**config.mk**
```make
export PLATFORM = sky130hd
export DESIGN_NAME = counter_interact_ctrl
export DESIGN_NICKNAME = d
export VERILOG_FILES = /design/src/rtl/counter_interact_ctrl.sv
export SDC_FILE = /design/constraint.sdc
export NUM_CORES = 1
export LEC_CHECK = 0
export ABC_AREA = 1
export BUFFER_PORTS_ARGS = -buffer_cell sky130_fd_sc_hd__buf_2
export CORE_MARGIN = 2
export CORE_UTILIZATION = 45
export CTS_CLUSTER_DIAMETER = 120
export CTS_CLUSTER_SIZE = 30
export DETAILED_ROUTE_END_ITERATION = 8
export GPL_TIMING_DRIVEN = 0
export PLACE_DENSITY = 0.78
export SETUP_SLACK_MARGIN = 0.15
export SYNTH_ARGS = -nofsm -noshare
export SYNTH_HDL_FRONTEND = slang
export SYNTH_SLANG_ARGS = --single-unit
```
**constraint.sdc**
```tcl
create_clock -name frame_clk -period 2.1 [get_ports frame_clk]
set_input_delay 0.315 -clock frame_clk [delete_from_list [all_inputs] [get_ports frame_clk]]
set_output_delay 0.315 -clock frame_clk [all_outputs]
set_load 0.02 [all_outputs]
```
**src/rtl/counter_interact_ctrl.sv**
```systemverilog
// Kitchen counter pick-up / put-down sequencer with a shared item RAM port.
// The penguin owns the port during an interaction; the aux requester gets idle cycles.
module counter_interact_ctrl #(
    parameter logic [7:0] INTERACT_KEY = 8'h2C,
    parameter int         ITEM_W       = 3,
    parameter int         TILE_W       = 7,
    parameter int         TRASH_TILE   = 95
) (
    input  logic              frame_clk,
    input  logic              Reset,
    input  logic [7:0]        keycode,
    input  logic              wallFlag,
    input  logic [TILE_W-1:0] tileIndex,
    output logic [TILE_W-1:0] mem_addr,
    output logic              mem_rd_en,
    input  logic [ITEM_W-1:0] mem_rdata,
    output logic              mem_wr_en,
    output logic [ITEM_W-1:0] mem_wdata,
    input  logic              aux_req,
    input  logic              aux_we,
    input  logic [TILE_W-1:0] aux_addr,
    input  logic [ITEM_W-1:0] aux_wdata,
    output logic              aux_gnt,
    output logic [ITEM_W-1:0] heldSpriteIndex,
    output logic              busy,
    output logic              done
);

    typedef enum logic [2:0] {
        IDLE,
        RD,
        CHK,
        WR,
        DONE
    } state_t;

    state_t              state, state_nxt;
    logic                key_prev;
    logic                key_now;
    logic                rise;
    logic [TILE_W-1:0]   addr_q, addr_nxt;
    logic [ITEM_W-1:0]   held_nxt;
    logic [ITEM_W-1:0]   wdata_q, wdata_nxt;
    logic                put_q, put_nxt;
    logic                is_trash;

    assign key_now  = (keycode == INTERACT_KEY);
    assign rise     = key_now & ~key_prev;
    assign is_trash = (addr_q == TILE_W'(TRASH_TILE));
    assign busy     = (state != IDLE);

    always_ff @(posedge frame_clk or posedge Reset) begin
        if (Reset) begin
            state           <= IDLE;
            key_prev        <= 1'b0;
            addr_q          <= '0;
            heldSpriteIndex <= '0;
            wdata_q         <= '0;
            put_q           <= 1'b0;
        end else begin
            state           <= state_nxt;
            key_prev        <= key_now;
            addr_q          <= addr_nxt;
            heldSpriteIndex <= held_nxt;
            wdata_q         <= wdata_nxt;
            put_q           <= put_nxt;
        end
    end

    always_comb begin
        state_nxt = state;
        addr_nxt  = addr_q;
        held_nxt  = heldSpriteIndex;
        wdata_nxt = wdata_q;
        put_nxt   = put_q;
        mem_addr  = addr_q;
        mem_rd_en = 1'b0;
        mem_wr_en = 1'b0;
        mem_wdata = wdata_q;
        aux_gnt   = 1'b0;
        done      = 1'b0;
        unique case (state)
            IDLE: begin
                if (rise && wallFlag) begin
                    addr_nxt  = tileIndex;
                    state_nxt = RD;
                end else if (aux_req && !Reset) begin
                    aux_gnt   = 1'b1;
                    mem_addr  = aux_addr;
                    mem_rd_en = ~aux_we;
                    mem_wr_en = aux_we;
                    mem_wdata = aux_wdata;
                end
            end
            RD: begin
                mem_rd_en = 1'b1;
                state_nxt = CHK;
            end
            CHK: begin
                // Trash swallows the held item without touching the RAM.
                if (is_trash) begin
                    held_nxt  = '0;
                    state_nxt = DONE;
                end else if (heldSpriteIndex == '0 && mem_rdata != '0) begin
                    held_nxt  = mem_rdata;
                    wdata_nxt = '0;
                    put_nxt   = 1'b0;
                    state_nxt = WR;
                end else if (heldSpriteIndex != '0 && mem_rdata == '0) begin
                    wdata_nxt = heldSpriteIndex;
                    put_nxt   = 1'b1;
                    state_nxt = WR;
                end else begin
                    state_nxt = DONE;
                end
            end
            WR: begin
                mem_wr_en = 1'b1;
                if (put_q) held_nxt = '0;
                state_nxt = DONE;
            end
            DONE: begin
                done      = 1'b1;
                state_nxt = IDLE;
            end
            default: state_nxt = IDLE;
        endcase
    end

endmodule

```
==> results by group <==
Clocking
  • CTS root buf: clkbuf_4
  • Worst-skew pair later-pin latency: ~0.3 ns
  • Post-cts hold buffer count: 0
  • CTS tree: yes
  • Clock sinks: 18
  • Clk pin slew, worst setup/hold paths: 0.10 ns
  • Clock Path Buffers: 2
  • H-tree Lvls: 1
  • CTS Buf Count: 3

STA
  • Relative slew slack: 0.823
  • Setup-failing EPs final: 0
  • Setup slack after layout: between 0.2 and 0.25 ns
  • Post-layout min period: around 1.9 ns
  • Setup_tns: 0 ns
  • Skew final: roughly 0.00065 ns
  • RSZ-0062 raised after global routing: false
  • Max-slew violations: 0
  • Crit share post-route: 0.886
  • Fin. Hold Viols: 0
  • Min Hold Slack: 0.0235 ns
  • Slew of the pin with the lowest slew margin: approximately 0.26 ns
  • Achievable Freq: around 0.54 GHz

Global routing
  • Largest net degree at the start of global routing: 20
  • Total global routing overflow: 0
  • Gr usage total: 0.228
  • Vias in the first global route: approximately 1.1k
  • First-pass GRT wire length: approximately 4.6 mm
  • Antenna violations before repair: 0

Die
  • Die Span Y: around 53 um
  • Core area: between 2000 and 2500 um2
  • Row cnt: 17
  • Die width: approximately 53 um
  • IO Pins: between 50 and 60
  • Initial core utilization: 0.482
  • Die Area: roughly 2800 um2

Yosys
  • Mean post-synth cell area: approximately 6.8 um2
  • Ys Warns: 0
  • Post-synthesis cell area: 1090 um2
  • Seq/Total Area, Yosys: 0.414
  • Post-Syn Instances: roughly 160
  • Yosys reg bits: 18
  • Top cell type's share of synthesized area: 0.414
  • Syn Nets: slightly below 200
  • Post-synthesis cell type count: 19
  • Largest cells by area after synthesis: dfrtp_1 41%, nand2_1 24%, nand4_1 6.9%, inv_1 6.2%, nor2_1 3.8%
  • Cell taking the most area after synthesis: dfrtp_1

Detailed routing
  • DR iter-0 viols: 24
  • DR vias: 1264
  • Detailed-route wire length: between 2 and 3 mm
  • DR WL/cell: about 12 um
  • Initial DRT Pass Iterations: 4
  • Drt drc: 0
  • Avg Vias per Cell: approximately 5.0
  • Routed Antenna Nets: 0

Finish
  • Fin nets: around 260
  • ANT cells: 0
  • Syn-to-layout area delta: 38.4%
  • Share of cells above drive strength 1: 0.359

Power and ir drop
  • Leakage: around 0.91 nW
  • Pwr Total: ~1.6 mW
  • Pwr per Cell Area: approximately 1100 nW/um2
  • Max VDD drop: ~0.66 mV

Status
  • Run status: finished clean

Worst hold path
  • Worst hold-check path type: input port to asynchronous set/reset pin

Job
  • Max Cap Viol: 0

Placement
  • Setup Slack @ Placement: -0.178 ns
  • Hpwl dp: between 2 and 2.5 mm
  • Port Buffers: 50
  • Final Wtd Congestion: slightly above 0.8

Setup path
  • Kind of critical path: flip-flop to output pin
  • Critical path endpoint category: output pin
  • Crit path DAT: between 1.5 and 2 ns
  • Critical-path maximum fanout: 10
  • CP Data Required Time: 1.78 ns
  • Critical Path Start Type: flip-flop
[layout by cell type, fill, tap and decap left out]
cell        count
buf_2          51
a31oi_1         1
dfrtp_1        17
nand3_1         6
ha_1            1
nand4_1        12
nand2_1        70
nor2_1         10
buf_6           2
clkbuf_4        3
inv_2           2
o21ai_1         4
dfrtp_2         1
nand3_2         3
buf_4          10
nor3_1          2
clkbuf_2        1
nor2_4          1
nor3_4          1
nor2_2          3
inv_1          17
clkinvlp_4      1
clkbuf_8        1
o21ai_0         3
[power by group]
part | internal, mW | switching [mW]
clock | 0.106 | 0.114
combinational | 0.331 | 0.541
sequential | 0.441 | 0.0806
[what timing repair did]
action / 4_1_cts / 5_1_grt
buffers inserted: 1 / 9
setup endpoints to repair: 12 / 13
pin swaps: 1 / 3
endpoints found under the hold margin: 0 / 0
resized for setup: 2 / 5
[cell type report]
type	instances	area (um2)
buffer	4	32.5
clock buffer	4	36.3
fill	208	749
inverter	20	78.8
multi-input combinational	117	546
sequential	18	452
tap	28	35.0
timing repair buffer	60	325
[synthesized netlist by cell type (all sizes together)]
cell type / number
ha: 1
nand2: 70
nand4: 12
o21ai: 7
buf: 3
clkbuf: 1
dfrtp: 18
inv: 20
a31oi: 1
nor3: 3
nand3: 9
nor2: 14
[critical path, stage by stage (launching register included)]
cell and delay (ns):
dfrtp_2 0.45, nor3_4 0.26, nand3_2 0.12, buf_6 0.16
nand2_1 0.06, nand2_1 0.05, buf_2 0.15
[cells by family after synthesis]
logic type / count (synthesis) / synth area share
flops: 18 / 0.414
buf+inv: 24 / 0.0909
fa+ha+maj: 1 / 0.0115
simple gates: 108 / 0.445
compound gates: 8 / 0.0380
[stage by stage]
step	std cells	cell area (um2)	utilization
4_1_cts	242	1420	0.630
5_1_grt	251	1510	0.668
3_3_place_gp	237	1370	0.609
2_1_floorplan	159	1090	-
6_report	251	1510	0.668
3_5_place_dp	237	1370	0.609
[final timing paths]
path | to | slack [ns] | cells after the start | start
max in group asynchronous | state[0]$_DFFE_PP0P_ | 1.92 | 3 | Reset
setup reg to reg | wdata_q[2]$_DFFE_PP0P_ | 0.63 | 6 | heldSpriteIndex[2]$_DFFE_PP0P_
hold / removal | heldSpriteIndex[1]$_DFFE_PP0P_ | 0.02 | 3 | Reset
setup / recovery | mem_wdata[0] | 0.24 | 6 | state[0]$_DFFE_PP0P_
hold reg to reg | wdata_q[1]$_DFFE_PP0P_ | 0.51 | 2 | wdata_q[1]$_DFFE_PP0P_
min in group frame_clk | addr_q[3]$_DFFE_PP0P_ | 0.21 | 3 | tileIndex[3]
[state kept, by name, indices dropped and copies added (netlist names)]
name             count
addr_q               7
key_prev             1
wdata_q              3
heldSpriteIndex      3
put_q                1
state                3
[routing by layer]
metal	routed length, um	track usage	vias to the layer above	part of all wire
met3	204	0.0395	5	0.070
met5	0	0	-	0
met2	1460	0.379	41	0.50
li1	-	-	633	-
met1	1200	0.285	585	0.41
met4	55	0.111	0	0.019
Note: power is estimated with default switching activity, not from simulation.
